[config.mk]
export PLATFORM = sky130hd
export DESIGN_NAME = spi_cmd_sequencer
export DESIGN_NICKNAME = d
export VERILOG_FILES = /design/src/rtl/spi_seq_pkg.sv /design/src/rtl/spi_seq_bus_if.sv /design/src/rtl/spi_cmd_sequencer.sv
export SDC_FILE = /design/constraint.sdc
export NUM_CORES = 1
export LEC_CHECK = 0
export CORE_ASPECT_RATIO = 0.8
export CORE_MARGIN = 4
export CORE_UTILIZATION = 47
export CTS_CLUSTER_DIAMETER = 80
export CTS_CLUSTER_SIZE = 24
export DETAILED_ROUTE_END_ITERATION = 8
export PLACE_DENSITY = 0.82
export SLEW_MARGIN = 5
export SYNTH_ARGS = -nofsm -noshare
export SYNTH_HDL_FRONTEND = slang
export SYNTH_HIERARCHICAL = 1
export SYNTH_SLANG_ARGS = --single-unit
[constraint.sdc]
create_clock -name CLK -period 2.4 [get_ports CLK]
set_input_delay 0.36 -clock CLK [delete_from_list [all_inputs] [get_ports CLK]]
set_output_delay 0.36 -clock CLK [all_outputs]
set_load 0.01 [all_outputs]
[src/rtl/spi_seq_pkg.sv]
// Shared definitions for the SPI command sequencer.
//   - seq_state_e     : sequencer FSM state encoding
//   - DEF_*           : default controller register map and byte gap
//   - BUS_IDLE_*      : master-port values driven whenever no access is active
//   - gap_width()     : width of the WAIT-state down-counter for a given gap
package spi_seq_pkg;

    typedef enum logic [2:0] {
        ST_IDLE    = 3'd0,
        ST_WR_MODE = 3'd1,
        ST_WR_CLK  = 3'd2,
        ST_READY   = 3'd3,
        ST_WR_DATA = 3'd4,
        ST_WAIT    = 3'd5
    } seq_state_e;

    localparam logic [31:0] DEF_MODE_ADDR   = 32'h0000_0000;
    localparam logic [31:0] DEF_CLKDIV_ADDR = 32'h0000_000C;
    localparam logic [31:0] DEF_TXDATA_ADDR = 32'h0000_0010;
    localparam logic [31:0] DEF_STATUS_ADDR = 32'h0000_0014;
    localparam int          DEF_BYTE_GAP    = 200;

    localparam logic        BUS_IDLE_CEN   = 1'b1;
    localparam logic        BUS_IDLE_WEN   = 1'b1;
    localparam logic [31:0] BUS_IDLE_ADDR  = 32'h0000_0000;
    localparam logic [31:0] BUS_IDLE_WDATA = 32'h0000_0000;

    // Idle cycles inserted between a "busy" status read result and the next poll.
    localparam int POLL_RETRY_GAP = 2;

    // At least 2 bits so the same counter can also hold POLL_RETRY_GAP.
    function automatic int gap_width(input int gap);
        int w;
        w = $clog2(gap + 1);
        return (w < 2) ? 2 : w;
    endfunction

endpackage

[src/rtl/spi_seq_bus_if.sv]
// One-cycle access generator for the SPI controller master port.
// A request presented in cycle N becomes a single bus access in cycle N+1
// (MST_CEn low); in cycle N+2 the port is back at its idle values, done is
// high and rdata carries the read data returned by the controller.
//
// Ports:
//   CLK, RESETn          clock, asynchronous active-low reset
//   req, we, addr, wdata access request (we=1 write, we=0 read)
//   done                 high the cycle after an access
//   rdata                MST_RDATA, meaningful while done is high
//   MST_CEn, MST_WEn     registered active-low chip/write enables
//   MST_ADDR, MST_WDATA  registered address / write data (0 when idle)
//   MST_RDATA            read data from the controller
module spi_seq_bus_if
    import spi_seq_pkg::*;
(
    input  logic        CLK,
    input  logic        RESETn,
    input  logic        req,
    input  logic        we,
    input  logic [31:0] addr,
    input  logic [31:0] wdata,
    output logic        done,
    output logic [31:0] rdata,
    output logic        MST_CEn,
    output logic        MST_WEn,
    output logic [31:0] MST_ADDR,
    output logic [31:0] MST_WDATA,
    input  logic [31:0] MST_RDATA
);

    logic        cen_q, cen_d;
    logic        wen_q, wen_d;
    logic [31:0] addr_q, addr_d;
    logic [31:0] wdata_q, wdata_d;
    logic        done_q, done_d;

    always_comb begin
        cen_d   = BUS_IDLE_CEN;
        wen_d   = BUS_IDLE_WEN;
        addr_d  = BUS_IDLE_ADDR;
        wdata_d = BUS_IDLE_WDATA;
        // A request during an active access cannot be honoured without
        // producing back-to-back accesses, so it is masked here.
        if (req && cen_q) begin
            cen_d   = 1'b0;
            wen_d   = ~we;
            addr_d  = addr;
            wdata_d = we ? wdata : BUS_IDLE_WDATA;
        end
        done_d = ~cen_q;
    end

    always_ff @(posedge CLK or negedge RESETn) begin
        if (!RESETn) begin
            cen_q   <= BUS_IDLE_CEN;
            wen_q   <= BUS_IDLE_WEN;
            addr_q  <= BUS_IDLE_ADDR;
            wdata_q <= BUS_IDLE_WDATA;
            done_q  <= 1'b0;
        end else begin
            cen_q   <= cen_d;
            wen_q   <= wen_d;
            addr_q  <= addr_d;
            wdata_q <= wdata_d;
            done_q  <= done_d;
        end
    end

    assign MST_CEn   = cen_q;
    assign MST_WEn   = wen_q;
    assign MST_ADDR  = addr_q;
    assign MST_WDATA = wdata_q;
    assign done      = done_q;
    assign rdata     = MST_RDATA;

endmodule

[src/rtl/spi_cmd_sequencer.sv]
// SPI command sequencer: writes MODE and CLKDIV into the SPI controller on
// CFG_START, then turns each byte of a valid/ready stream into one TXDATA
// write, pacing writes so the controller can keep up.
//
// Build option: SPI_SEQ_POLL_EN -- pace by polling STATUS.busy instead of
// waiting a fixed BYTE_GAP cycles after each TXDATA write.
//
// Ports:
//   CLK, RESETn              clock, asynchronous active-low reset
//   CFG_START                pulse: (re)run configuration (IDLE/READY only)
//   CFG_MODE, CFG_CLKDIV     configuration values, sampled with CFG_START
//   CFG_DONE                 configuration written; cleared by CFG_START
//   TX_VALID, TX_DATA        byte stream input
//   TX_READY                 byte accepted when TX_VALID && TX_READY
//   BUSY                     sequencer is in a non-IDLE/READY state
//   MST_CEn .. MST_RDATA     SPI controller master port
//
// state      | meaning
// -----------+-----------------------------------------------------------
// ST_IDLE    | unconfigured, waiting for CFG_START
// ST_WR_MODE | MODE write in flight, then one idle cycle
// ST_WR_CLK  | CLKDIV write in flight, then one idle cycle
// ST_READY   | configured, TX_READY high, waiting for a byte
// ST_WR_DATA | TXDATA write in flight
// ST_WAIT    | pacing: fixed gap countdown, or STATUS polling
module spi_cmd_sequencer
    import spi_seq_pkg::*;
#(
    parameter logic [31:0] MODE_ADDR   = DEF_MODE_ADDR,
    parameter logic [31:0] CLKDIV_ADDR = DEF_CLKDIV_ADDR,
    parameter logic [31:0] TXDATA_ADDR = DEF_TXDATA_ADDR,
    parameter logic [31:0] STATUS_ADDR = DEF_STATUS_ADDR,
    parameter int          BYTE_GAP    = DEF_BYTE_GAP
) (
    input  logic        CLK,
    input  logic        RESETn,
    input  logic        CFG_START,
    input  logic [9:0]  CFG_MODE,
    input  logic [15:0] CFG_CLKDIV,
    output logic        CFG_DONE,
    input  logic        TX_VALID,
    input  logic [7:0]  TX_DATA,
    output logic        TX_READY,
    output logic        BUSY,
    output logic        MST_CEn,
    output logic        MST_WEn,
    output logic [31:0] MST_ADDR,
    output logic [31:0] MST_WDATA,
    input  logic [31:0] MST_RDATA
);

    localparam int GAP_W = gap_width(BYTE_GAP);

    seq_state_e        state_q, state_d;
    logic [15:0]       clkdiv_q, clkdiv_d;
    logic              cfg_done_q, cfg_done_d;
    logic              tx_ready_q, tx_ready_d;
    logic              busy_q, busy_d;
    logic [GAP_W-1:0]  gap_q, gap_d;

    logic              bus_req;
    logic              bus_we;
    logic [31:0]       bus_addr;
    logic [31:0]       bus_wdata;
    logic              bus_done;
    logic [31:0]       bus_rdata;

    spi_seq_bus_if u_bus_if (
        .CLK       (CLK),
        .RESETn    (RESETn),
        .req       (bus_req),
        .we        (bus_we),
        .addr      (bus_addr),
        .wdata     (bus_wdata),
        .done      (bus_done),
        .rdata     (bus_rdata),
        .MST_CEn   (MST_CEn),
        .MST_WEn   (MST_WEn),
        .MST_ADDR  (MST_ADDR),
        .MST_WDATA (MST_WDATA),
        .MST_RDATA (MST_RDATA)
    );

    always_comb begin
        state_d    = state_q;
        clkdiv_d   = clkdiv_q;
        cfg_done_d = cfg_done_q;
        gap_d      = gap_q;
        bus_req    = 1'b0;
        bus_we     = 1'b1;
        bus_addr   = BUS_IDLE_ADDR;
        bus_wdata  = BUS_IDLE_WDATA;

        unique case (state_q)
            ST_IDLE, ST_READY: begin
                // The MODE value goes straight into the bus write-data
                // register this cycle, so only CLKDIV needs holding here.
                if (CFG_START) begin
                    clkdiv_d   = CFG_CLKDIV;
                    cfg_done_d = 1'b0;
                    bus_req    = 1'b1;
                    bus_addr   = MODE_ADDR;
                    bus_wdata  = {22'b0, CFG_MODE};
                    state_d    = ST_WR_MODE;
                end else if (tx_ready_q && TX_VALID) begin
                    // Issuing the request on the handshake edge gives a
                    // one-cycle handshake-to-access latency.
                    bus_req   = 1'b1;
                    bus_addr  = TXDATA_ADDR;
                    bus_wdata = {24'b0, TX_DATA};
                    state_d   = ST_WR_DATA;
                end
            end

            ST_WR_MODE: begin
                if (bus_done) begin
                    bus_req   = 1'b1;
                    bus_addr  = CLKDIV_ADDR;
                    bus_wdata = {16'b0, clkdiv_q};
                    state_d   = ST_WR_CLK;
                end
            end

            ST_WR_CLK: begin
                if (bus_done) begin
                    cfg_done_d = 1'b1;
                    state_d    = ST_READY;
                end
            end

            ST_WR_DATA: begin
                if (bus_done) begin
`ifdef SPI_SEQ_POLL_EN
                    bus_req  = 1'b1;
                    bus_we   = 1'b0;
                    bus_addr = STATUS_ADDR;
                    gap_d    = '0;
`else
                    gap_d    = GAP_W'(BYTE_GAP);
`endif
                    state_d = ST_WAIT;
                end
            end

            ST_WAIT: begin
`ifdef SPI_SEQ_POLL_EN
                // gap_q == 0 and no done: the status read is still in flight.
                if (bus_done) begin
                    if (bus_rdata[0]) begin
                        gap_d = GAP_W'(POLL_RETRY_GAP);
                    end else begin
                        state_d = ST_READY;
                    end
                end else if (gap_q != '0) begin
                    gap_d = gap_q - 1'b1;
                    if (gap_q == GAP_W'(1)) begin
                        bus_req  = 1'b1;
                        bus_we   = 1'b0;
                        bus_addr = STATUS_ADDR;
                    end
                end
`else
                if (gap_q == '0) begin
                    state_d = ST_READY;
                end else begin
                    gap_d = gap_q - 1'b1;
                end
`endif
            end

            default: begin
                state_d = ST_IDLE;
            end
        endcase

        // Outputs are registered from the next state so they line up with it.
        tx_ready_d = (state_d == ST_READY);
        busy_d     = (state_d != ST_IDLE) && (state_d != ST_READY);
    end

`ifdef SPI_SEQ_POLL_EN
    logic unused_rdata_hi;
    assign unused_rdata_hi = ^bus_rdata[31:1];
`else
    // Write-only bus in this build: read data and STATUS address are unused.
    logic unused_poll;
    assign unused_poll = ^{bus_rdata, STATUS_ADDR};
`endif

    always_ff @(posedge CLK or negedge RESETn) begin
        if (!RESETn) begin
            state_q    <= ST_IDLE;
            clkdiv_q   <= '0;
            cfg_done_q <= 1'b0;
            tx_ready_q <= 1'b0;
            busy_q     <= 1'b0;
            gap_q      <= '0;
        end else begin
            state_q    <= state_d;
            clkdiv_q   <= clkdiv_d;
            cfg_done_q <= cfg_done_d;
            tx_ready_q <= tx_ready_d;
            busy_q     <= busy_d;
            gap_q      <= gap_d;
        end
    end

    assign CFG_DONE = cfg_done_q;
    assign TX_READY = tx_ready_q;
    assign BUSY     = busy_q;

endmodule

### After elaboration in Yosys (flattened, before gate mapping)

Index checks and enable logic that the tools add are counted.

* $add $sub $neg: 1
* equal/unequal tests: 11
* muxes and demuxes: 28
* bitwise gates (word level): 1
* reduce and logical (&&, ||, !) cells: 12

Operators by type and width (number)
* 2-to-1 mux 16 bit: 2
* case mux 16 bit (2 select lines): 1
* 2-to-1 mux 8 bit: 3
* 2-to-1 mux 3 bit: 6
* case mux 8 bit (2 select lines): 1
* 2-to-1 mux 5 bit: 3
* case mux 3 bit (5 select lines): 1
* 2-to-1 mux 10 bit: 1
* case mux 5 bit (2 select lines): 1
* == test 3 x 2 -> 1 bit, second input constant: 3
* zero test 8 bit: 1
* subtractor 8 x 1 -> 8 bit, second input constant: 1
* == test 3 bit, second input constant: 2
* 2-to-1 mux 1 bit: 6
* AND reduction 3 bit: 2
* 2-to-1 mux 4 bit: 1
* inequality test 2 x 1 -> 1 bit, second input constant: 2
* inequality test 2 bit, second input constant: 2
* case mux 1 bit (2 select lines): 2
* nonzero test 2 bit: 2
* == test 3 x 1 -> 1 bit, second input constant: 1
* logical AND 1 bit: 3
* zero test 3 bit: 1
* inequality test 3 x 2 -> 1 bit, second input constant: 1
* other kinds (4): 4

* register bits after elaboration: 53
* input port bits: 70
* output and inout port bits: 69
* logic and storage cells: 63

### Logic depth before layout (Yosys ltp)

* depth in word-level cells: 6
* gate-level depth with buffers: 8
* mapped depth without buffers: 7

### Hierarchy

The synthesis kept the hierarchy.

Modules (own cells, without submodules)
* spi_seq_bus_if: times used 1, cells an instance 183, area each 2572.5 µm², seq. area each 1679.1 µm²
* spi_cmd_sequencer: times used 1, cells an instance 152, area each 1624.1 µm², seq. area each 750.7 µm²

### Worst setup path after synthesis

No wires, ideal clock.

* path kind: reg2reg
* start point: reg u_bus_if.done_q, in the netlist u_bus_if/done
* end point: reg u_bus_if.addr_q[2], in the netlist u_bus_if/MST_ADDR[2]
* library setup time: 120 ps
* arrival: 1636 ps
* required time: 2280 ps
* slack: 644 ps
* cell stages (with the launch flop): 9
* path buffers: 4
* clock period less this slack: 1756 ps
* path through: dfrtp_1 and2_1 clkbuf_1 and2_1 buf_2 o21bai_1 buf_6 buf_6 and3_1

* elaborated cells on any way between the ends: 6
* classes of those cells: 5 x mux; 1 x reduce/logical

RTL lines
* from (decl): line spi_seq_bus_if.sv:36 `logic done_q, done_d;`
* from (signal assigned): line spi_seq_bus_if.sv:66 `done_q <= done_d;`
* 2-to-1 mux 4 bit: line spi_cmd_sequencer.sv:116 `if (bus_done) begin`
* case mux 5 bit (2 select lines): line spi_cmd_sequencer.sv:94 `unique case (state_q)`
* named net bus_addr[2]: line spi_cmd_sequencer.sv:63 `logic [31:0] bus_addr;`
* 2-to-1 mux 5 bit: line spi_seq_bus_if.sv:45 `if (req && cen_q) begin`
* named net u_bus_if.addr_d[2]: line spi_seq_bus_if.sv:34 `logic [31:0] addr_q, addr_d;`
* to (signal assigned): line spi_seq_bus_if.sv:64 `addr_q <= addr_d;`
* to (decl): line spi_seq_bus_if.sv:34

The timed path passes the listed nets, and every way through them passes these cells.
A chain may end at the register's enable or synchronous reset.

### Final worst setup path

* start point: reg state_q[1]
* end point: reg u_bus_if.wdata_q[6], in the netlist u_bus_if/MST_WDATA[6]

* cells in the longest elaborated chain, start to end: 5
* elaborated cells on any way between the ends: 8
* classes of those cells: 2 x eq/ne; 3 x mux; 3 x reduce/logical

RTL lines
* from (decl): line spi_cmd_sequencer.sv:54 `seq_state_e state_q, state_d;`
* from (signal assigned): line spi_cmd_sequencer.sv:199 `state_q <= state_d;`
* == test 3 x 2 -> 1 bit or zero test 3 bit (tied branches): line spi_cmd_sequencer.sv:94
* OR reduction 2 bit: line spi_cmd_sequencer.sv:94
* case mux 1 bit (2 select lines) *: line spi_cmd_sequencer.sv:94
* named net bus_req: line spi_cmd_sequencer.sv:61 `logic bus_req;`
* logical AND 1 bit *: line spi_seq_bus_if.sv:45
* 2-to-1 mux 16 bit *: line spi_seq_bus_if.sv:45
* named net u_bus_if.wdata_d[6]: line spi_seq_bus_if.sv:35 `logic [31:0] wdata_q, wdata_d;`
* to (signal assigned): line spi_seq_bus_if.sv:65 `wdata_q <= wdata_d;`
* to (decl): line spi_seq_bus_if.sv:35

Mark *: on every way through the listed nets, which the timed path passes. The rest lies on a longest branch.

==> impl_metrics.py <==
metrics = {
    "outcome": {
        "outcome": "finished clean",
    },
    "finish": {
        "layout_common_cells": "105 x clkdlybuf4s50_1, 95 x dfrtp_1, 51 x conb_1",
        "n_antenna_cell": 0,
        "design_area_um2": 5440,
        "area_growth_pct": 37.5,
        "multi_input_area_um2": 1480,
        "drive_gt1_share_pct": 9.57,
        "final_util_pct": 67.6,
        "fill_cells": 613,
        "layout.nets": 526,
        "seq_area_um2": 2430,
        "layout_commonest_cell": "clkdlybuf4s50_1",
    },
    "timing": {
        "max_freq_mhz": 487,
        "fin_crit_sh_pct": 85.6,
        "worst_slack_ns": 0.346,
        "rsz0062_at_grt": "false",
        "max_slew_margin_pct": 57.9,
        "setup-violations-final": 0,
        "skew_ns": 0.0122,
        "tns_ns": 0,
        "finalMaxSlewViolations": 0,
        "fin_crit_ns": 2.05,
        "hold_viol": 0,
        "tightest_slew_ns": 0.624,
    },
    "power": {
        "p_leak_nw": 2.74,
        "power.total_mw": 2.80,
        "irDropWorstVdd_mv": 0.343,
        "p_per_area_nw_per_um2": 515,
    },
    "grt": {
        "grt_max_degree": 68,
        "gr-usage-all-layers_pct": 19.0,
        "antenna_found_initial": 0,
        "grt_pass1_wl_um": 15200,
        "grt_overflow": 0,
        "grt_pass1_vias": 3012,
    },
    "setup_path": {
        "cp.arrival_ns": 2.35,
        "crit_path_max_incr_delay_ns": 0.47,
        "critPathRequiredTime_ns": 2.70,
        "cpLargestDelayFamily": "simple AND/OR/NAND/NOR gates",
        "worstPathMaxFanout": 66,
        "cp_slowest_cell": "dfrtp_1",
        "cp_num_buf_inv": 2,
        "cp-start-kind": "register",
        "crit_chain": "nor2_1, and2_1, buf_4, o21bai_4, buf_12, and4_1",
        "end_kind": "register",
        "critPathKind": "register to register",
    },
    "detailed_routing": {
        "drt_iter0_markers": 269,
        "drc_errors": 0,
        "wl_um": 9270,
        "firstDrtPassIters": 5,
        "wire_per_inst_um": 16.3,
        "drt-vias-per-instance": 5.09,
        "ant_nets": 0,
        "num_vias": 2890,
    },
    "clock_network": {
        "post_cts_resize_count": 0,
        "cts_inserted_buffers": 9,
        "cts-root-buf": "clkbuf_8",
        "cts_max_level": 3,
        "cts_tree": "yes",
        "clk_pin_slew_ns": 0.09,
        "cts.path.max_buffers": 2,
        "cts_hold_buffers": 1,
        "clock_latency_ns": 0.36,
        "cts_setup_buffers": 0,
        "numClockSinks": 97,
    },
    "place": {
        "post-place-ws_ns": 0.326,
        "hpwl_um": 6490,
        "port_buffers": 106,
        "gp_congestion": 0.874,
        "placed_cell_area_um2": 5230,
    },
    "floorplanning": {
        "core_um2": 8060,
        "die_area_um2": 9960,
        "ios": 139,
        "initial_core_util_pct": 49.1,
        "die_y_um": 90.1,
        "row_count": 29,
        "die_w_um": 111,
    },
    "min_path": {
        "hp-class": "register to register",
    },
    "synth": {
        "syn-mean-instance-area_um2": 13.1,
        "netlist_instances": 303,
        "syn_area_um2": 3960,
        "synth_warnings": 6,
    },
    "run": {
        "max_cap_violations": 0,
    },
}
worst paths after layout:
kind	startpoint	to	slack, ns	cells past startpoint
worst max register to register	state_q[1]	u_bus_if/MST_WDATA[6]	0.35	6
worst max-delay path	state_q[1]	u_bus_if/MST_WDATA[6]	0.35	6
worst min register to register	clkdiv_q[11]	clkdiv_q[11]	0.49	1
max in group asynchronous	RESETn	u_bus_if/MST_CEn	1.14	3
min in group asynchronous	RESETn	u_bus_if/MST_ADDR[1]	0.53	2
worst min-delay path	clkdiv_q[11]	clkdiv_q[11]	0.49	1
through the flow:
stage / hold WS [ns] / std cells
finish: 0.487 / 568
global route: 0.505 / 568
CTS: 0.489 / 568
detailed placement: 0.401 / 551
global placement: 0.397 / 551
floorplan: 0.0644 / 352
cell type report:
| class | count | area share [%] |
|---|---|---|
| Clock inverter | 6 | 1.13 |
| Sequential cell | 97 | 44.7 |
| Tap cell | 108 | 2.48 |
| Inverter | 15 | 1.03 |
| Timing Repair Buffer | 114 | 21.1 |
| Multi-Input combinational cell | 218 | 27.1 |
| Clock buffer | 10 | 2.53 |
power by group:
| part | internal, mW | leakage (nW) | switching (mW) |
|---|---|---|---|
| sequential | 1.65 | 1.32 | 0.00714 |
| combinational | 0.0670 | 1.32 | 0.0621 |
| clock | 0.428 | 0.0978 | 0.593 |
state kept, by name, summed over array words and instances (netlist names):
name and cells:
u_bus_if/MST_ADDR 32, u_bus_if/done 1, BUSY 1, gap_q 8, u_bus_if/MST_WDATA 32, u_bus_if/MST_WEn 1
TX_READY 1, u_bus_if/MST_CEn 1, state_q 3, CFG_DONE 1, clkdiv_q 16
per-layer routing:
metal | vias to the layer above | wire, um | part of all wire [%] | track usage (%)
met3 | 21 | 702 | 7.6 | 7.11
met4 | 0 | 197 | 2.1 | 6.46
li1 | 1343 | - | - | -
met1 | 1406 | 3830 | 41 | 22.8
met5 | - | 0 | 0 | 0
met2 | 120 | 4530 | 49 | 31.8
Power figures use the tool's default switching activity.
